==> src/rtl/acc_sequencer.sv <==
// Frame sequencer for a KxK convolution accelerator: resets the datapath, loads
// the kernel, streams IMG*IMG activations, drains outputs and flags count errors.
module acc_sequencer #(
  parameter int N         = 16,
  parameter int K         = 3,
  parameter int IMG       = 6,
  parameter int OUT_MAX   = 4,
  parameter int DRAIN_MAX = 64
) (
  input  logic             clk,
  input  logic             global_rst_n,
  input  logic             start,
  input  logic             w_valid,
  input  logic [N-1:0]     w_data,
  output logic             w_ready,
  input  logic             a_valid,
  input  logic [N-1:0]     a_data,
  output logic             a_ready,
  output logic             acc_rst,
  output logic             acc_ce,
  output logic [K*K*N-1:0] acc_weights,
  output logic [N-1:0]     acc_activation,
  input  logic             acc_valid_op,
  input  logic             acc_end_op,
  input  logic [N-1:0]     acc_data_out,
  output logic             o_valid,
  output logic [N-1:0]     o_data,
  output logic [7:0]       out_cnt,
  output logic             busy,
  output logic             done,
  output logic             err
);

  typedef enum logic [2:0] {IDLE, RST, LDW, STREAM, DRAIN, DONE} state_t;
  localparam int CW = 16;

  state_t        state;
  logic [CW-1:0] wcnt;
  logic [CW-1:0] acnt;
  logic [CW-1:0] dcnt;
  logic          rcnt;
  logic          w_acc;
  logic          a_acc;
  logic          end_seen;
  logic [7:0]    out_nxt;

  function automatic logic [7:0] sat_inc(input logic [7:0] v);
    return (v == 8'hFF) ? v : v + 8'd1;
  endfunction

  assign w_acc    = w_valid & w_ready;
  assign a_acc    = a_valid & a_ready;
  assign end_seen = acc_ce & acc_end_op;
  assign o_valid  = acc_valid_op & ~acc_end_op & acc_ce & ((state == STREAM) || (state == DRAIN));
  assign o_data   = acc_data_out;
  // Count as it will stand after this cycle, so the DONE-entry check sees a final output.
  assign out_nxt  = o_valid ? sat_inc(out_cnt) : out_cnt;

  always_ff @(posedge clk or negedge global_rst_n) begin
    if (!global_rst_n) begin
      state          <= IDLE;
      wcnt           <= '0;
      acnt           <= '0;
      dcnt           <= '0;
      rcnt           <= 1'b0;
      acc_rst        <= 1'b0;
      acc_ce         <= 1'b0;
      acc_weights    <= '0;
      acc_activation <= '0;
      w_ready        <= 1'b0;
      a_ready        <= 1'b0;
      out_cnt        <= '0;
      busy           <= 1'b0;
      done           <= 1'b0;
      err            <= 1'b0;
    end else begin
      done <= 1'b0;
      if (o_valid) begin
        out_cnt <= sat_inc(out_cnt);
        if (out_cnt == 8'(OUT_MAX)) err <= 1'b1;
      end
      case (state)
        IDLE: begin
          if (start) begin
            state   <= RST;
            busy    <= 1'b1;
            acc_rst <= 1'b1;
            rcnt    <= 1'b0;
            out_cnt <= '0;
            err     <= 1'b0;
            wcnt    <= '0;
            acnt    <= '0;
            dcnt    <= '0;
          end
        end
        RST: begin
          if (!rcnt) begin
            rcnt <= 1'b1;
          end else begin
            acc_rst <= 1'b0;
            w_ready <= 1'b1;
            state   <= LDW;
          end
        end
        LDW: begin
          if (w_acc) begin
            acc_weights <= {acc_weights[K*K*N-N-1:0], w_data};
            wcnt        <= wcnt + 1'b1;
            if (wcnt == CW'(K*K-1)) begin
              w_ready <= 1'b0;
              a_ready <= 1'b1;
              state   <= STREAM;
            end
          end
        end
        STREAM: begin
          acc_ce <= a_acc;
          if (a_acc) begin
            acc_activation <= a_data;
            acnt           <= acnt + 1'b1;
            if (acnt == CW'(IMG*IMG-1)) begin
              a_ready <= 1'b0;
              state   <= DRAIN;
            end
          end
        end
        DRAIN: begin
          acc_activation <= '0;
          if (end_seen || (dcnt == CW'(DRAIN_MAX-1))) begin
            acc_ce <= 1'b0;
            done   <= 1'b1;
            state  <= DONE;
            if (!end_seen || (out_nxt != 8'(OUT_MAX))) err <= 1'b1;
          end else begin
            acc_ce <= 1'b1;
            dcnt   <= dcnt + 1'b1;
          end
        end
        DONE: begin
          busy  <= 1'b0;
          state <= IDLE;
        end
        default: state <= IDLE;
      endcase
    end
  end

endmodule

==> config.mk <==
export PLATFORM = sky130hd
export DESIGN_NAME = acc_sequencer
export DESIGN_NICKNAME = d
export VERILOG_FILES = /design/src/rtl/acc_sequencer.sv
export SDC_FILE = /design/constraint.sdc
export NUM_CORES = 1
export LEC_CHECK = 0
export CAP_MARGIN = 20
export CELL_PAD_IN_SITES_DETAIL_PLACEMENT = 0
export CELL_PAD_IN_SITES_GLOBAL_PLACEMENT = 1
export CORE_MARGIN = 5
export CORE_UTILIZATION = 37
export CTS_CLUSTER_DIAMETER = 80
export DETAILED_ROUTE_END_ITERATION = 6
export PLACE_DENSITY_LB_ADDON = 0.1
export SETUP_SLACK_MARGIN = 0.2
export SYNTH_ARGS = -nofsm -noshare
export SYNTH_HDL_FRONTEND = slang
export SYNTH_SLANG_ARGS = --single-unit
==> constraint.sdc <==
create_clock -name clk -period 2.3 [get_ports clk]
set_input_delay 0.575 -clock clk [delete_from_list [all_inputs] [get_ports clk]]
set_output_delay 0.575 -clock clk [all_outputs]
set_load 0.02 [all_outputs]
==> run_results.csv, run 1 <==
group,metric,value,unit
global_routing,grt_pass1_vias,8117,
clock_network,cts-root-buf,"clkbuf_16",
synthesis,synth_edf_count,0,
cells_and_area,stdcell_count,1659,
global_routing,antenna_found_initial,0,
sta,rsz0062_at_grt,"true",
clock_network,cts_sinks,227,
floorplan,die_area,29790,um2
sta,hold_slack,-3.582,ps
pwr,leakagePower,7.191,nW
flow_run,drv_cap,0,
clock_network,cts_made_buffers,26,
critical_path,critPathMaxFanout,2,
synthesis,synth_nets,1148,
clock_network,path_clk_slew,60,ps
routing,drtPass1Iterations,4,
synthesis,netlist_area,9781,um2
sta,hold_violations,1,
place,numPortBuffers,214,
sta,setup_violations,0,
critical_path,end_kind,"primary output",
floorplan,die_w,172.6,um
critical_path,worstPathArrival,1610,ps
floorplan,start_util,37.53,%
place,gp_congestion,0.7875,
synthesis,syn_inst,1087,
floorplan,num_rows,59,
floorplan,io_pins,247,
clock_network,htreeDepth,1,
outcome,status,"finished, violations left",
critical_path,cp-start-kind,"register",
synthesis,synth_seq_cells,227,
pwr,power.total,0.01653,W
sta,max_slew.worst_pin.slew,564.7,ps
cells_and_area,drive_gt1_share,8.082,%
global_routing,grt_pass1_wl,43.77,mm
sta,slew_viol_final,0,
synthesis,netlist.area_leader.share,58.08,%
routing,routed_wl,26.05,mm
cells_and_area,antenna_cells,0,
synthesis,ys_warn_count,0,
synthesis,synth_common_cells,"nand2_1 (504), dfrtp_1 (227), nor2_1 (46)",
routing,drtIter0Drc,587,
floorplan,core-area,26060,um2
clock_network,cts_tree,"done",
place,dpl.cell_count,1611,
synthesis,async_flop_share,100.0,%
synthesis,yosys-top-cells-area,"dfrtp_1 (58%), nand2_1 (19%), nand3_1 (2.3%)",
synthesis,yosysMostFrequentCell,"nand2_1",
critical_path,crit_type,"reg2out",
clock_network,hold_buffers,0,
hold_path,min_path_type,"in2async",
cells_and_area,nets,1366,
sta,relSlewSlack,62.35,%
clock_network,clkLatencyLatePin,520,ps
routing,via_count,7882,
place,dp_hpwl,17.21,mm
clock_network,clockBufferDepth,3,
critical_path,cp.required,1730,ps
synthesis,synthFlopType,"dfrtp_1",
global_routing,grt_max_degree,112,
routing,routedWlPerCell,15.70,um
sta,final.setup_skew,8.528,ps
routing,via_per_inst,4.751,
sta,period_share,95.12,%
pwr,power-per-cell-area,1253,nW/um2
pwr,ir_worst_vdd,626.2,uV
sta,min_period,2188,ps
cells_and_area,synthToLayoutAreaGrowth,34.92,%
sta,max_freq,457.1,MHz
routing,drtAntennaViolNets,0,
global_routing,grtUsageTotal,17.16,%
synthesis,synth_seq_area_share,58.08,%
synthesis,synth_top_area_cell,"dfrtp_1",
synthesis,syn_area_per_cell,8.998,um2
outcome,violations,"negative hold slack",
cells_and_area,fillers,2581,
floorplan,die_h,172.6,um
synthesis,synth_cell_types,56,
routing,drc,0,
global_routing,gr-total-overflow,0,
## worst max-delay path, stage by stage (launching register included)
cell and delay [ps]:
dfrtp_1 390, or3b_4 420, a21oi_4 150, buf_6 130
## state kept, by name, indices dropped and copies added, names as in the netlist, 3 cells and up
signal	count
state	3
acnt	16
acc_weights	144
dcnt	16
wcnt	16
acc_activation	16
out_cnt	8
## report_power, final
part,internal [W],switching [W]
logic,0.00225,0.00394
registers,0.00520,0.000910
clock network,0.00261,0.00164
## worst paths after layout
| kind | from | to | slack (ps) | depth (start not counted) |
|---|---|---|---|---|
| worst min register to register | acc_weights[136] | acc_weights[136] | 470 | 2 |
| worst max register to register | state[0] | out_cnt[7] | 200 | 6 |
| min in group clk | acc_weights[136] | acc_weights[136] | 470 | 2 |
| worst max-delay path | state[0] | o_valid | 110 | 3 |
| max in group asynchronous | global_rst_n | acc_weights[18] | 1630 | 2 |
| worst min-delay path | global_rst_n | acc_activation[1] | -4 | 1 |
## repair_timing
item                       in CTS  in global routing
setup buffers                   0                  1
pin swaps                       0                  1
cloned                          0                  0
gates resized for setup       157                 17
setup endpoints to repair     156                 20
## final cells by class
cell class	count	area [um2]	area share (%)
clock buffers	37	752.0	5.698
clock inverters	10	138.9	1.052
inverters	12	45.04	0.3413
multi-input cells	781	3744	28.37
flip-flops and latches	227	5680	43.05
well taps	335	419.2	3.176
repair buffers	257	2417	18.32
## through the flow
step	setup WS (ps)	TNS [ps]	hold WS [ps]	instance area (um2)	util [%]
after floorplan	356.1	0	279.4	9781	-
after global placement	-232.2	-696.2	458.1	12450	47.76
after detailed placement	-257.9	-1125	461.5	12450	47.76
after CTS	52.96	0	6.721	13150	50.44
after global routing	52.81	0	27.19	13200	50.64
final	112.3	0	-3.582	13200	50.64
## logic make-up after synthesis
group                    count (synthesis)  synth area share [%]
XOR/XNOR                                32                 2.865
AND/OR/NAND/NOR                        673                 29.04
adder cells (fa/ha/maj)                  6                0.7675
buffers and inverters                   79                 3.978
flip-flops                             227                 58.08
multiplexers                             6                0.6269
AO/OA/AOI/OAI                           64                 4.644
## per-layer routing
| layer | vias to the layer above | global-route usage (%) | routed length, um |
|---|---|---|---|
| met1 | 3685 | 24.76 | 12390 |
| met3 | 36 | 6.070 | 2324 |
| met2 | 201 | 25.05 | 10890 |
| li1 | 3960 | - | - |
| met4 | 0 | 3.698 | 440 |
| met5 | - | 0 | 0 |
## cells in the final DEF (no fill, tap or decap), types with 12 or more instances in the layout
cell	n
dlygate4sd2_1	152
nor2_1	46
xor2_1	16
xnor2_1	16
clkbuf_16	26
inv_1	12
nor4_1	17
a21oi_1	15
nand4_1	16
dfrtp_1	227
buf_4	34
nand3_1	43
o21ai_0	17
clkdlybuf4s50_1	47
dlymetal6s2s_1	13
nand2_1	504
(Power assumes the default switching activity.)
==> run 2: changes to the inputs <==
--- a/config.mk
+++ b/config.mk
@@ -12,7 +12,7 @@
 export CORE_UTILIZATION = 37
 export CTS_CLUSTER_DIAMETER = 80
 export DETAILED_ROUTE_END_ITERATION = 6
-export PLACE_DENSITY_LB_ADDON = 0.1
+export PLACE_DENSITY = 0.77
 export SETUP_SLACK_MARGIN = 0.2
 export SYNTH_ARGS = -nofsm -noshare
 export SYNTH_HDL_FRONTEND = slang
==> run 2 against run 1 <==
The run now ends clean; global-route usage down 0.55 points; first-iteration DRC count down 32%; die area unchanged; non-clock buffer count up 1; register-to-register slack better by 20 ps; cell count down 0.24%; count of clock-buffer cells in the layout unchanged; clock power down 6.1%.
==> run_results.csv, run 2 (synthesis gave the netlist of run 1 again) <==
group,metric,value,unit
place,dpl.cell_count,1611,
floorplan,die_area,29790,um2
sta,final.setup_skew,21.49,ps
cells_and_area,drive_gt1_share,7.652,%
sta,max_freq,457.3,MHz
hold_path,min_path_type,"in2async",
routing,drtAntennaViolNets,0,
place,dp_hpwl,17.09,mm
clock_network,clkLatencyLatePin,530,ps
sta,min_period,2187,ps
routing,drtIter0Drc,399,
routing,via_count,7796,
global_routing,grt_pass1_wl,42.26,mm
cells_and_area,largest_reg_flops,144,
global_routing,gr-total-overflow,0,
clock_network,cts_tree,"done",
clock_network,cts_sinks,227,
pwr,power-per-cell-area,1240,nW/um2
global_routing,grt_pass1_vias,7865,
sta,slew_viol_final,0,
clock_network,path_clk_slew,60,ps
cells_and_area,nets,1367,
floorplan,die_w,172.6,um
critical_path,crit_type,"reg2out",
routing,drtPass1Iterations,5,
pwr,leakagePower,7.287,nW
cells_and_area,final_core_util,50.69,%
cells_and_area,post-route-cell-area,13210,um2
global_routing,antenna_found_initial,0,
sta,max_slew.worst_pin.slew,527.0,ps
sta,relSlewSlack,64.76,%
cells_and_area,antenna_cells,0,
flow_run,drv_cap,0,
sta,rsz0062_at_grt,"true",
routing,routed_wl,25.16,mm
outcome,status,"complete, no violations",
critical_path,critPathMaxFanout,2,
sta,period_share,95.08,%
sta,hold_violations,0,
sta,setup_violations,0,
floorplan,io_pins,247,
routing,routedWlPerCell,15.20,um
critical_path,end_kind,"primary output",
clock_network,clockBufferDepth,3,
cells_and_area,final_common_cell,"nand2_1",
place,place_area,12500,um2
global_routing,grtUsageTotal,16.61,%
routing,drc,0,
cells_and_area,regMostFlops,"acc_weights",
place,numPortBuffers,214,
clock_network,hold_buffers,0,
pwr,ir_worst_vdd,635.0,uV
cells_and_area,layout_common_cells,"nand2_1 (504), dfrtp_1 (227), dlygate4sd2_1 (148)",
floorplan,core-area,26060,um2
critical_path,worstPathArrival,1610,ps
place,gp_congestion,0.7974,
global_routing,grt_max_degree,63,
floorplan,die_h,172.6,um
routing,via_per_inst,4.711,
clock_network,cts-root-buf,"clkbuf_16",
floorplan,num_rows,59,
clock_network,htreeDepth,1,
clock_network,cts_made_buffers,26,
cells_and_area,synthToLayoutAreaGrowth,35.05,%
cells_and_area,stdcell_count,1655,
critical_path,cp.required,1730,ps
critical_path,cp-start-kind,"register",
floorplan,start_util,37.53,%
[run 2: worst max-delay path, cell delays in order (launching register included)]
cell and delay, ps:
dfrtp_1 380, or3b_4 430, a21oi_4 160, buf_6 140
[run 2: repair_timing]
action | CTS | global route
hold endpoints to repair | 0 | 0
buffers inserted | 0 | 2
setup endpoints to repair | 154 | 31
cloned | 0 | 0
gates resized for setup | 153 | 26
[run 2: report_power, final]
| group | total, W | leakage [nW] | internal [W] | switching (W) |
|---|---|---|---|---|
| combinational | 0.00628 | 3.87 | 0.00236 | 0.00392 |
| sequential | 0.00611 | 3.01 | 0.00520 | 0.000911 |
| clock | 0.00398 | 0.400 | 0.00241 | 0.00157 |
[run 2: cell type report]
cell class                      count  area, um2
Timing Repair Buffer              258       2499
Inverter                           12      45.04
Multi-Input combinational cell    781       3747
Fill cell                        2529      12850
Sequential cell                   227       5680
Clock inverter                      5      86.33
Tap cell                          335      419.2
Clock buffer                       37      732.0
[run 2: worst paths after layout]
kind,to,depth (start not counted),startpoint,slack [ps]
setup / recovery,o_valid,3,state[0],110
hold / removal,acc_activation[1],1,global_rst_n,7
setup reg to reg,dcnt[11],7,state[2],220
hold reg to reg,acc_weights[136],2,acc_weights[136],470
max in group asynchronous,acc_weights[2],2,global_rst_n,1640
min in group clk,acc_weights[136],2,acc_weights[136],470
[run 2: metrics by stage]
stage                     power [W]  TNS, ps  hold slack, ps  setup slack (ps)
final                       0.01637        0           6.554             113.1
after CTS                   0.01665        0           2.752             41.97
after detailed placement    0.01323   -795.6           462.1            -264.4
after floorplan            0.009621        0           279.4             356.1
after global routing        0.01752        0           24.93             45.46
after global placement      0.01318   -552.1           459.4            -239.8
[run 2: metal layers]
layer | global-route usage [%] | up-vias | part of all wire, %
met2 | 25.06 | 202 | 44
li1 | - | 3951 | -
met4 | 4.424 | 0 | 2.5
met5 | 0 | - | 0
met3 | 4.847 | 33 | 7.6
met1 | 23.56 | 3610 | 46
==> run 3: changes to the inputs <==
==> constraint.sdc (replaced) <==
create_clock -name clk -period 2.4 [get_ports clk]
set_input_delay 0.6 -clock clk [delete_from_list [all_inputs] [get_ports clk]]
set_output_delay 0.6 -clock clk [all_outputs]
set_load 0.02 [all_outputs]
==> run 3 against run 2 <==
Non-clock buffer count shrank 7; clock skew shrank 7.5 ps; utilization grew 0.43 points; register-to-register slack gained 140 ps; sequential power shrank 3%; critical path type unchanged; highest routed layer unchanged.
==> run_results.csv, run 3 (synthesis gave the netlist of run 1 again) <==
group,metric,value,unit
outcome,status,"complete, no violations",
pwr,power-per-cell-area,1225,nW/um2
critical_path,critPathMaxFanout,2,
cells_and_area,layout_common_cells,"nand2_1 (504), dfrtp_1 (227), clkdlybuf4s50_1 (178)",
routing,drtIter0Drc,589,
clock_network,path_clk_slew,60,ps
critical_path,cp-start-kind,"register",
cells_and_area,regArea,5680,um2
routing,drtPass1Iterations,5,
clock_network,clkLatencyLatePin,520,ps
routing,routedWlPerCell,15.44,um
clock_network,clockBufferDepth,3,
sta,final.setup_skew,14.01,ps
sta,slew_viol_final,0,
clock_network,htreeDepth,1,
floorplan,start_util,37.53,%
routing,via_count,7882,
routing,drtAntennaViolNets,0,
floorplan,num_rows,59,
place,gp_congestion,0.7969,
global_routing,grt_pass1_vias,7957,
clock_network,cts_tree,"done",
floorplan,die_w,172.6,um
sta,hold_slack,1.258,ps
floorplan,die_h,172.6,um
global_routing,antenna_found_initial,0,
sta,max_slew.worst_pin.slew,552.2,ps
critical_path,crit_type,"reg2out",
critical_path,worstPathArrival,1610,ps
cells_and_area,nets,1360,
routing,via_per_inst,4.771,
hold_path,min_path_type,"in2async",
cells_and_area,antenna_cells,0,
clock_network,hold_buffers,0,
routing,drc,0,
sta,setup_violations,0,
flow_run,drv_cap,0,
critical_path,cp.required,1800,ps
pwr,leakagePower,6.762,nW
floorplan,die_area,29790,um2
sta,relSlewSlack,63.07,%
place,numPortBuffers,214,
cells_and_area,final_core_util,51.12,%
cells_and_area,multi_input_area,3750,um2
place,dp_hpwl,17.23,mm
global_routing,grtUsageTotal,16.82,%
pwr,ir_worst_vdd,567.5,uV
sta,min_period,2208,ps
cells_and_area,final_common_cell,"nand2_1",
clock_network,cts_made_buffers,26,
floorplan,core-area,26060,um2
clock_network,cts-root-buf,"clkbuf_16",
cells_and_area,largest_reg_flops,144,
cells_and_area,drive_gt1_share,7.669,%
sta,hold_violations,0,
sta,max_freq,452.8,MHz
sta,period_share,92.01,%
cells_and_area,synthToLayoutAreaGrowth,36.20,%
routing,routed_wl,25.51,mm
cells_and_area,regMostFlops,"acc_weights",
global_routing,grt_max_degree,60,
cells_and_area,fillers,2486,
global_routing,grt_pass1_wl,42.86,mm
critical_path,end_kind,"primary output",
sta,rsz0062_at_grt,"true",
global_routing,gr-total-overflow,0,
floorplan,io_pins,247,
clock_network,cts_sinks,227,
## run 3: worst paths after layout
kind                            slack, ps               end  depth (start not counted)              from
worst min register to register        470  acc_weights[136]                          2  acc_weights[136]
worst max register to register        360           dcnt[7]                          6          state[0]
max in group asynchronous            1670          wcnt[13]                          2      global_rst_n
min in group clk                      470  acc_weights[136]                          2  acc_weights[136]
worst min-delay path                    1           acnt[0]                          1      global_rst_n
worst max-delay path                  190           o_valid                          3          state[0]
## run 3: per-stage QoR
stage	worst slack, ps	cell area (um2)	power [W]	setup TNS (ps)	std cells
2_1_floorplan	456.1	9781	0.009220	0	1087
3_3_place_gp	-196.4	12420	0.01257	-196.4	1603
3_5_place_dp	-224.7	12420	0.01264	-231.1	1603
4_1_cts	121.0	13240	0.01654	0	1649
5_1_grt	142.3	13320	0.01736	0	1652
6_report	191.7	13320	0.01632	0	1652
## run 3: worst max-delay path: stages, from the launching register on
cell	delay (ps)
dfrtp_1	390
or3b_4	420
a21oi_4	150
buf_6	130
## run 3: what timing repair did
action / in CTS / in global routing
gates resized for setup: 21 / 23
setup endpoints to repair: 18 / 32
setup buffers: 0 / 3
## run 3: routing by layer
metal / wire [um] / vias to the layer above / global-route usage [%]
met3: 1747 / 39 / 4.498
met5: 0 / - / 0
li1: - / 3948 / -
met4: 633 / 0 / 4.424
met2: 11300 / 181 / 25.89
met1: 11820 / 3714 / 23.70
## run 3: area by class of cell
type / count / share of cell area, %
tap: 335 / 3.146
inverter: 12 / 0.3381
timing repair buffer: 251 / 19.43
clock buffer: 36 / 5.701
multi-input combinational: 781 / 28.15
clock inverter: 10 / 0.5917
sequential: 227 / 42.64
## run 3: report_power, final
group / internal, W / leakage, nW / switching [W]
registers: 0.00498 / 3.01 / 0.000934
clock network: 0.00231 / 0.423 / 0.00156
logic: 0.00278 / 3.33 / 0.00377
total: 0.0101 / 6.76 / 0.00626
